File: src/rtl/mem_stage_pkg.sv
// Shared definitions for the MEM pipeline stage: FSM encoding, access-size codes
// and byte-lane width.
package mem_stage_pkg;

  localparam int BE_WIDTH = 32 / 8;

  typedef enum logic [1:0] {
    ST_IDLE   = 2'd0,
    ST_REQ    = 2'd1,
    ST_WAIT_R = 2'd2
  } state_t;

  localparam logic [2:0] F3_B  = 3'b000;
  localparam logic [2:0] F3_H  = 3'b001;
  localparam logic [2:0] F3_W  = 3'b010;
  localparam logic [2:0] F3_BU = 3'b100;
  localparam logic [2:0] F3_HU = 3'b101;

endpackage

File: src/rtl/mem_stage_if.sv
// Single-port data-memory bus: request/ready handshake plus rvalid read return.
interface mem_stage_if #(
  parameter int XLEN = 32
);
  import mem_stage_pkg::*;

  logic                req;
  logic                we;
  logic [XLEN-1:0]     addr;
  logic [BE_WIDTH-1:0] be;
  logic [XLEN-1:0]     wdata;
  logic                ready;
  logic                rvalid;
  logic [XLEN-1:0]     rdata;

  modport master (output req, we, addr, be, wdata, input ready, rvalid, rdata);
  modport slave  (input req, we, addr, be, wdata, output ready, rvalid, rdata);

endinterface

File: src/rtl/mem_align.sv
// Combinational byte-lane logic: store lane steering, load extraction/extension
// and misalignment detection. Lane logic assumes XLEN = 32.
module mem_align
  import mem_stage_pkg::*;
#(
  parameter int XLEN = 32
) (
  input  logic [1:0]          st_addr_lo,
  input  logic [2:0]          st_funct3,
  input  logic [XLEN-1:0]     st_data,
  output logic [BE_WIDTH-1:0] st_be,
  output logic [XLEN-1:0]     st_wdata,
  output logic                misaligned,
  input  logic [1:0]          ld_addr_lo,
  input  logic [2:0]          ld_funct3,
  input  logic [XLEN-1:0]     ld_rdata,
  output logic [XLEN-1:0]     ld_result
);

  logic [7:0]  ld_byte_s;
  logic [15:0] ld_half_s;

  // Store-side byte enables, replicated write data and alignment check
  always_comb begin
    st_be      = 4'b1111;
    st_wdata   = st_data;
    misaligned = 1'b0;
    case (st_funct3)
      F3_B, F3_BU: begin
        st_be    = 4'b0001 << st_addr_lo;
        st_wdata = {4{st_data[7:0]}};
      end
      F3_H, F3_HU: begin
        st_be      = 4'b0011 << st_addr_lo;
        st_wdata   = {2{st_data[15:0]}};
        misaligned = st_addr_lo[0];
      end
      // undefined size codes behave as a full word
      default: begin
        st_be      = 4'b1111;
        st_wdata   = st_data;
        misaligned = (st_addr_lo != 2'b00);
      end
    endcase
  end

  // Load-side lane selection and sign/zero extension
  always_comb begin
    ld_byte_s = ld_rdata[7:0];
    case (ld_addr_lo)
      2'd0:    ld_byte_s = ld_rdata[7:0];
      2'd1:    ld_byte_s = ld_rdata[15:8];
      2'd2:    ld_byte_s = ld_rdata[23:16];
      2'd3:    ld_byte_s = ld_rdata[31:24];
      default: ld_byte_s = ld_rdata[7:0];
    endcase
    if (ld_addr_lo[1]) begin
      ld_half_s = ld_rdata[31:16];
    end else begin
      ld_half_s = ld_rdata[15:0];
    end
    case (ld_funct3)
      F3_B:    ld_result = {{(XLEN-8){ld_byte_s[7]}}, ld_byte_s};
      F3_BU:   ld_result = {{(XLEN-8){1'b0}}, ld_byte_s};
      F3_H:    ld_result = {{(XLEN-16){ld_half_s[15]}}, ld_half_s};
      F3_HU:   ld_result = {{(XLEN-16){1'b0}}, ld_half_s};
      default: ld_result = ld_rdata;
    endcase
  end

endmodule

File: src/rtl/mem_stage.sv
// Pipeline MEM stage: issues loads/stores on the data-memory bus, stalls EX while
// a transaction is outstanding and emits one registered write-back beat per instruction.
module mem_stage
  import mem_stage_pkg::*;
#(
  parameter int XLEN           = 32,
  parameter int REG_ADDR_WIDTH = 5
) (
  input  logic                      clk,
  input  logic                      rst_n,
  input  logic                      ex_valid,
  input  logic [XLEN-1:0]           ex_alu_result,
  input  logic [XLEN-1:0]           ex_store_data,
  input  logic [REG_ADDR_WIDTH-1:0] ex_rd,
  input  logic                      ex_reg_write,
  input  logic                      ex_mem_read,
  input  logic                      ex_mem_write,
  input  logic [2:0]                ex_funct3,
  output logic                      stall,
  mem_stage_if.master               dmem,
  output logic                      wb_valid,
  output logic [XLEN-1:0]           wb_result,
  output logic [REG_ADDR_WIDTH-1:0] wb_rd,
  output logic                      wb_reg_write,
  output logic                      wb_misaligned
);

  state_t                    state_r;
  logic [REG_ADDR_WIDTH-1:0] rd_r;
  logic [2:0]                funct3_r;
  logic [1:0]                addr_lo_r;
  logic                      reg_write_r;
  logic                      is_store_r;

  logic                      mem_op_s;
  logic                      misaligned_s;
  logic [BE_WIDTH-1:0]       st_be_s;
  logic [XLEN-1:0]           st_wdata_s;
  logic [XLEN-1:0]           ld_result_s;

  assign mem_op_s = ex_mem_read | ex_mem_write;
  assign stall    = (state_r != ST_IDLE);

  mem_align #(.XLEN(XLEN)) u_align (
    .st_addr_lo (ex_alu_result[1:0]),
    .st_funct3  (ex_funct3),
    .st_data    (ex_store_data),
    .st_be      (st_be_s),
    .st_wdata   (st_wdata_s),
    .misaligned (misaligned_s),
    .ld_addr_lo (addr_lo_r),
    .ld_funct3  (funct3_r),
    .ld_rdata   (dmem.rdata),
    .ld_result  (ld_result_s)
  );

  // Stage FSM with registered bus request and write-back beat
  always_ff @(posedge clk or negedge rst_n) begin
    if (!rst_n) begin
      state_r       <= ST_IDLE;
      rd_r          <= '0;
      funct3_r      <= 3'b000;
      addr_lo_r     <= 2'b00;
      reg_write_r   <= 1'b0;
      is_store_r    <= 1'b0;
      dmem.req      <= 1'b0;
      dmem.we       <= 1'b0;
      dmem.addr     <= '0;
      dmem.be       <= '0;
      dmem.wdata    <= '0;
      wb_valid      <= 1'b0;
      wb_result     <= '0;
      wb_rd         <= '0;
      wb_reg_write  <= 1'b0;
      wb_misaligned <= 1'b0;
    end else begin
      wb_valid      <= 1'b0;
      wb_reg_write  <= 1'b0;
      wb_misaligned <= 1'b0;
      case (state_r)
        ST_IDLE: begin
          if (ex_valid && !mem_op_s) begin
            wb_valid     <= 1'b1;
            wb_result    <= ex_alu_result;
            wb_rd        <= ex_rd;
            wb_reg_write <= ex_reg_write;
          end else if (ex_valid && misaligned_s) begin
            // faulting address goes out on the result bus for the trap handler
            wb_valid      <= 1'b1;
            wb_misaligned <= 1'b1;
            wb_result     <= ex_alu_result;
            wb_rd         <= ex_rd;
          end else if (ex_valid) begin
            rd_r        <= ex_rd;
            funct3_r    <= ex_funct3;
            addr_lo_r   <= ex_alu_result[1:0];
            reg_write_r <= ex_reg_write;
            is_store_r  <= ex_mem_write & ~ex_mem_read;
            dmem.req    <= 1'b1;
            dmem.we     <= ex_mem_write & ~ex_mem_read;
            dmem.addr   <= {ex_alu_result[XLEN-1:2], 2'b00};
            dmem.be     <= st_be_s;
            dmem.wdata  <= st_wdata_s;
            state_r     <= ST_REQ;
          end
        end
        ST_REQ: begin
          if (dmem.ready) begin
            dmem.req <= 1'b0;
            dmem.we  <= 1'b0;
            if (is_store_r) begin
              wb_valid <= 1'b1;
              wb_rd    <= rd_r;
              state_r  <= ST_IDLE;
            end else begin
              state_r  <= ST_WAIT_R;
            end
          end
        end
        ST_WAIT_R: begin
          if (dmem.rvalid) begin
            wb_valid     <= 1'b1;
            wb_result    <= ld_result_s;
            wb_rd        <= rd_r;
            wb_reg_write <= reg_write_r;
            state_r      <= ST_IDLE;
          end
        end
        default: begin
          dmem.req <= 1'b0;
          dmem.we  <= 1'b0;
          state_r  <= ST_IDLE;
        end
      endcase
    end
  end

endmodule

File: src/flat_wrapper.sv
// flat-port wrapper written by rule: the top's interface ports become plain ports
module mem_stage_flat import mem_stage_pkg::*;
#(
  parameter int XLEN           = 32,
  parameter int REG_ADDR_WIDTH = 5
)
  (clk, rst_n, ex_valid, ex_alu_result, ex_store_data, ex_rd, ex_reg_write, ex_mem_read, ex_mem_write, ex_funct3, stall, wb_valid, wb_result, wb_rd, wb_reg_write, wb_misaligned, dmem_req, dmem_we, dmem_addr, dmem_be, dmem_wdata, dmem_ready, dmem_rvalid, dmem_rdata);
  mem_stage_if #(.XLEN(XLEN)) dmem_i ();
  input  logic clk;
  input  logic rst_n;
  input  logic ex_valid;
  input  logic [XLEN-1:0] ex_alu_result;
  input  logic [XLEN-1:0] ex_store_data;
  input  logic [REG_ADDR_WIDTH-1:0] ex_rd;
  input  logic ex_reg_write;
  input  logic ex_mem_read;
  input  logic ex_mem_write;
  input  logic [2:0] ex_funct3;
  output logic stall;
  output logic wb_valid;
  output logic [XLEN-1:0] wb_result;
  output logic [REG_ADDR_WIDTH-1:0] wb_rd;
  output logic wb_reg_write;
  output logic wb_misaligned;
  output wire logic [$bits(dmem_i.req)-1:0] dmem_req;
  output wire logic [$bits(dmem_i.we)-1:0] dmem_we;
  output wire logic [$bits(dmem_i.addr)-1:0] dmem_addr;
  output wire logic [$bits(dmem_i.be)-1:0] dmem_be;
  output wire logic [$bits(dmem_i.wdata)-1:0] dmem_wdata;
  input wire logic [$bits(dmem_i.ready)-1:0] dmem_ready;
  input wire logic [$bits(dmem_i.rvalid)-1:0] dmem_rvalid;
  input wire logic [$bits(dmem_i.rdata)-1:0] dmem_rdata;
  assign dmem_req = dmem_i.req;
  assign dmem_we = dmem_i.we;
  assign dmem_addr = dmem_i.addr;
  assign dmem_be = dmem_i.be;
  assign dmem_wdata = dmem_i.wdata;
  assign dmem_i.ready = dmem_ready;
  assign dmem_i.rvalid = dmem_rvalid;
  assign dmem_i.rdata = dmem_rdata;
  mem_stage #(.XLEN(XLEN), .REG_ADDR_WIDTH(REG_ADDR_WIDTH)) u_core (.clk(clk), .rst_n(rst_n), .ex_valid(ex_valid), .ex_alu_result(ex_alu_result), .ex_store_data(ex_store_data), .ex_rd(ex_rd), .ex_reg_write(ex_reg_write), .ex_mem_read(ex_mem_read), .ex_mem_write(ex_mem_write), .ex_funct3(ex_funct3), .stall(stall), .dmem(dmem_i), .wb_valid(wb_valid), .wb_result(wb_result), .wb_rd(wb_rd), .wb_reg_write(wb_reg_write), .wb_misaligned(wb_misaligned));
endmodule
File: config.mk
export PLATFORM = sky130hd
export DESIGN_NAME = mem_stage_flat
export DESIGN_NICKNAME = d
export VERILOG_FILES = /design/src/rtl/mem_stage_pkg.sv /design/src/rtl/mem_stage_if.sv /design/src/rtl/mem_align.sv /design/src/rtl/mem_stage.sv /design/src/flat_wrapper.sv
export SDC_FILE = /design/constraint.sdc
export NUM_CORES = 1
export LEC_CHECK = 0
export ABC_AREA = 1
export CORE_MARGIN = 10
export CORE_UTILIZATION = 46
export DETAILED_ROUTE_END_ITERATION = 8
export GPL_TIMING_DRIVEN = 1
export PLACE_DENSITY = 0.79
export SETUP_SLACK_MARGIN = 0.1
export SLEW_MARGIN = 20
export SYNTH_ARGS = -nofsm -noshare
export SYNTH_HDL_FRONTEND = slang
export SYNTH_SLANG_ARGS = --single-unit
File: constraint.sdc
create_clock -name clk -period 2.2 [get_ports clk]
set_input_delay 0.44 -clock clk [delete_from_list [all_inputs] [get_ports clk]]
set_output_delay 0.44 -clock clk [all_outputs]
set_load 0.01 [all_outputs]
### Yosys cells after proc, flatten, opt, wreduce, memory -nomap -nowiden

Index checks and enable logic that the tools add are counted.

| storage, ports and cells | value |
|---|---|
| output and inout port bits | 111 |
| flip-flop bits (word level) | 122 |

| cells by class | value |
|---|---|
| equal/unequal tests | 18 |
| shift operators | 2 |
| muxes and demuxes | 43 |
| reduce and logical (&&, ||, !) cells | 18 |
| bitwise logic cells | 6 |

Operators by type and width:

| cell | count |
|---|---|
| case mux 32 bit (2 select lines) | 2 |
| case mux 32 bit (4 select lines) | 1 |
| two-way mux 32 bit | 3 |
| case mux 8 bit (4 select lines) | 1 |
| two-way mux 5 bit | 5 |
| two-way mux 1 bit | 16 |
| two-way mux 16 bit | 1 |
| case mux 5 bit (3 select lines) | 1 |
| AND reduction 5 bit | 3 |
| == test 3 bit (second input constant) | 4 |
| two-way mux 2 bit | 6 |
| inequality test 2 bit (second input constant) | 5 |
| case mux 1 bit (3 select lines) | 3 |
| case mux 4 bit (2 select lines) | 1 |
| == test 2 bit (second input constant) | 3 |
| == test 3 x 1 -> 1 bit (second input constant) | 2 |
| zero test 3 bit | 2 |
| case mux 2 bit (3 select lines) | 1 |
| nonzero test 2 bit | 3 |
| == test 2 x 1 -> 1 bit (second input constant) | 2 |
| zero test 2 bit | 2 |
| inverter 1 bit | 4 |
| case mux 1 bit (2 select lines) | 2 |
| AND reduction 4 bit | 1 |
| 11 further kinds | 13 |

### Logic depth before layout (Yosys ltp)

| depth | value |
|---|---|
| word-level depth | 7 |
| depth in mapped cells | 11 |
| depth with buffers taken out | 9 |

### Cells and area by module

From an unflattened synthesis, not the netlist that was laid out.

| unflattened totals | value |
|---|---|
| cells, all modules | 909 |
| area total of the unflattened synthesis | 6653.9 µm² |

Modules (own cells, without submodules):

| module | instances | area each (µm²) | cells an instance |
|---|---|---|---|
| mem_stage | 1 | 5420.2 | 643 |
| mem_align | 1 | 1233.7 | 266 |

### Worst setup path before layout

OpenSTA, ideal clock, no wires.

| timing path | value |
|---|---|
| path kind | register to register |
| start | reg u_core.state_r[0] |
| end | reg u_core.dmem.wdata[10] |
| library setup time | 0.121 ns |
| stages on the path, launching flop included | 12 |
| period minus slack after synthesis | 1.730 ns |
| data required time | 2.079 ns |
| setup slack | 0.470 ns |
| data arrival time | 1.609 ns |
| cells stage by stage | dfrtp_1 inv_1 ha_1 inv_2 a21oi_2 nand2_4 nor2_4 inv_2 buf_6 buf_6 nand2_2 o21ai_2 |

| on the way | value |
|---|---|
| longest elaborated chain between the ends | 2 |

RTL lines:

| what | line | source |
|---|---|---|
| start: declaration | mem_stage.sv:28 | `state_t state_r;` |
| start signal: assignment | mem_stage.sv:60 | `state_r <= ST_IDLE;` |
| start signal: assignment | mem_stage.sv:104 | `state_r <= ST_REQ;` |
| start signal: assignment | mem_stage.sv:114 | `state_r <= ST_IDLE;` |
| zero test 2 bit | mem_stage.sv:80 | `case (state_r)` |
| AND reduction 4 bit (no source line) | n/a |  |
| end signal: assignment | mem_stage.sv:103 | `dmem.wdata <= st_wdata_s;` |
| end: declaration | mem_stage_if.sv:16 | `modport master (output req, we, addr, be, wdata, input ready, rvalid, rdata);` |

No other way between the ends.
A chain may end at the register's enable or synchronous reset.

### Worst setup path in the final report

| timing path | value |
|---|---|
| start | reg u_core.state_r[0] |
| end | out stall |

| on the way | value |
|---|---|
| longest elaborated chain between the ends | 1 |

RTL lines:

| what | line | source |
|---|---|---|
| nonzero test 2 bit | mem_stage.sv:42 | `assign stall = (state_r != ST_IDLE);` |
| end: declaration | flat_wrapper.sv:19 | `output logic stall;` |

No other way between the ends.

==> key figures <==
Outcome
  • Outcome: finished clean

Synth
  • Avg Cell Area, Syn: 7.70 sq um
  • Synth warn: 0
  • Ys async rst share: 1.00
  • Sequential share of the synthesized area: 0.482
  • Syn Inst Count: 822
  • Syn Std Cell Area: 0.00633 sq mm
  • Ys flop type: dfrtp_1
  • Count of flip-flops with a built-in enable after synthesis: 0
  • Post-synth cell types: 35
  • Synth Register Bits: 122

Drt
  • Detailed Route Iter0 Violations: 496
  • DRC: 0
  • Met2 WL: 9780 um
  • Metal3 WL: 2520 um
  • Total number of vias: 6233
  • Wl on met1: 8020 um
  • Post-route ant nets: 0
  • Drt first pass iters: 5
  • Highest metal used: met4
  • DR WL/cell: 16.7 um
  • Total length of routed wires: 20600 um
  • Vias per cell: 5.04

Final layout
  • Final #Nets: 1163
  • Ratio of cells with drive above 1 in the final layout: 0.0935
  • Fillers: 1128
  • Reg area: 0.00305 sq mm
  • Layout area overhead: 45.8%
  • Footprint of the multi-input gates: 0.00270 sq mm

STA
  • WHS: 0.109 ns
  • Slew headroom: 0.542
  • Fin crit period: 2.02 ns
  • Worst Skew: 0.00595 ns
  • FMAX: 495 MHz
  • RSZ-0062 raised after global routing: false
  • Slew Limit Fails: 0
  • Finish-stage setup viols: 0
  • Worst Tran Pin Value: 0.685 ns
  • Final count of hold timing violations: 0
  • Crit share post-route: 0.919
  • Final setup TNS: 0 ns

Floorplanning
  • Die X: 137 um
  • Cell row count: 42
  • Die Y: 137 um
  • Core area: 0.0133 sq mm
  • Die ar.: 0.0189 sq mm
  • Io pins: 223
  • Initial core utilization: 0.474

Power
  • Leak: 4.47 nW
  • VDD IR max: 719 uV
  • PD cells: 1430 mW/mm^2

Setup path
  • WS Path Type: flop to output port
  • R2R depth: 10
  • Reg2reg setup slack: 0.25 ns
  • Critical Path RT: 1.76 ns
  • CP Launch Type: flop
  • Buf+Inv Stages, Crit Path: 3
  • CP arrival: 1.58 ns
  • Critical path fanouts, max: 5
  • CP top delay family: buffers and inverters
  • R2r endpoint: u_core.wb_result[13]
  • CP max stage cell: dfrtp_1
  • RR Startpoint: u_core.state_r[0]
  • CP endpoint kind: output port
  • Worst-path cell chain: inv_1 > ha_1 > inv_2 > dlygate4sd2_1
  • CP peak stage delay: 0.42 ns

Clock tree
  • CTS tree: yes
  • Root Driver: clkbuf_16
  • CTS H-Tree Depth: 4
  • Cts bufs inserted: 17
  • Clock transition at the registers of the reported paths: 0.05 ns
  • CTS max path bufs: 2
  • Clock Latency Late Sink: 0.41 ns
  • Number of buffers inserted by hold repair at cts: 0
  • Clock sink count: 122

Placed design
  • Gp weighted congestion: 0.896
  • Port bufs: 220
  • Detail Placement HPWL: 15400 um

Global routing
  • Global-route wire length before repair: 32100 um
  • Total track usage: 0.218
  • Vias in the first global route: 6290
  • Remaining Overflow, GRT: 0
  • Initial antenna violation count: 0
  • Largest net degree at the start of global routing: 123

Job
  • Number of max-cap violations: 0

Worst hold path
  • Hold crit path type: input port to asynchronous set/reset pin
## where the power goes
part           internal (mW)  leakage [nW]  switching (mW)
clock                   1.51         0.260           0.965
sequential              3.35          1.50           0.671
combinational           3.16          2.71            3.49
total                   8.03          4.47            5.13
## flip-flops by register name, summed over array words and instances (netlist names)
register and count:
u_core.dmem.req 1, u_core.funct3_r 3, u_core.is_store_r 1, u_core.wb_valid 1, u_core.wb_rd 5, u_core.dmem.wdata 32, u_core.state_r 2, u_core.dmem.be 4
u_core.wb_misaligned 1, u_core.dmem.we 1, u_core.dmem.addr 30, u_core.wb_reg_write 1, u_core.rd_r 5, u_core.wb_result 32, u_core.reg_write_r 1, u_core.addr_lo_r 2
## area by class of cell
cell class / instances / area share
Tap cell: 176 / 0.0239
Multi-Input combinational cell: 589 / 0.293
Antenna cell: 1 / 0.000271
Sequential cell: 122 / 0.331
Inverter: 67 / 0.0278
Clock buffer: 24 / 0.0522
Clock inverter: 8 / 0.00488
Timing Repair Buffer: 249 / 0.267
## cells in the mapped netlist (2+ instances only)
| cell type | instances | area (sq um) |
|---|---|---|
| ha_1 | 5 | 62.6 |
| and2_1 | 6 | 37.5 |
| nand4_1 | 5 | 31.3 |
| buf_1 | 2 | 7.51 |
| inv_2 | 4 | 15.0 |
| o21ai_1 | 35 | 175 |
| or2_2 | 9 | 56.3 |
| clkbuf_1 | 9 | 33.8 |
| nor2_1 | 70 | 263 |
| dfrtp_1 | 122 | 3050 |
| nand3_1 | 48 | 240 |
| o211ai_1 | 8 | 60.1 |
| a21oi_1 | 55 | 275 |
| buf_2 | 8 | 40.0 |
| o21ai_2 | 10 | 87.6 |
| nand2_4 | 2 | 22.5 |
| mux2i_1 | 3 | 30.0 |
| buf_4 | 13 | 97.6 |
| inv_1 | 61 | 229 |
| o21ai_0 | 32 | 160 |
| nand2_2 | 11 | 68.8 |
| buf_6 | 13 | 146 |
| nor3_1 | 2 | 10.0 |
| nand2_1 | 278 | 1040 |
## how the worst max path moves through the flow
stage / startpoint / to / slack (ns) / cells past startpoint
after floorplan: u_core.state_r[0] / u_core.dmem.wdata[10] / 0.47 / 11
after detailed placement: ex_alu_result[0] / u_core.dmem.wdata[22] / 0.11 / 10
after global placement: ex_alu_result[0] / u_core.dmem.wdata[19] / 0.16 / 9
final: u_core.state_r[0] / stall / 0.18 / 4
after CTS: u_core.state_r[0] / stall / 0.13 / 4
after global routing: u_core.state_r[0] / stall / 0.12 / 4
## placed cells by master (no fill, tap or decap), drive strengths merged, types with 6 or more instances in the layout
cell type      instances
nor2                  72
clkinv                 7
o211ai                 8
clkbuf                24
dfrtp                122
nand3                 48
or2                    9
and2                   6
clkdlybuf4s50        218
o21ai                 77
buf                   30
inv                   66
a21oi                 57
nand2                291
## logic make-up after synthesis
logic type,Yosys count,synth area share
buffers and inverters,112,0.0915
adders and majority gates,5,0.00988
AOI/OAI and AO/OA,145,0.127
and+or+nand+nor,434,0.284
other,1,0.000592
muxes,3,0.00474
DFF,122,0.482
## metrics by stage
step	instance area [sq um]	cells	power (mW)	util	worst slack (ns)
after floorplan	6330	823	7.54	-	0.470
after global placement	8680	1200	10.5	0.650	0.161
after detailed placement	8680	1200	10.7	0.650	0.111
after CTS	9200	1232	13.2	0.689	0.130
after global routing	9230	1235	14.1	0.691	0.123
final	9230	1236	13.2	0.691	0.179
## metal layers
metal  vias up  GRT usage
met3        23      0.102
li1       3057          -
met2       262      0.362
met4         0     0.0603
met1      2891      0.246
met5         -          0
## what timing repair did
item	4_1_cts	5_1_grt
setup buffers	0	3
pin swaps	0	0
setup endpoints to repair	1	1
hold endpoints to repair	0	0
gates resized for setup	1	0
Note: power is estimated with default switching activity, not from simulation.
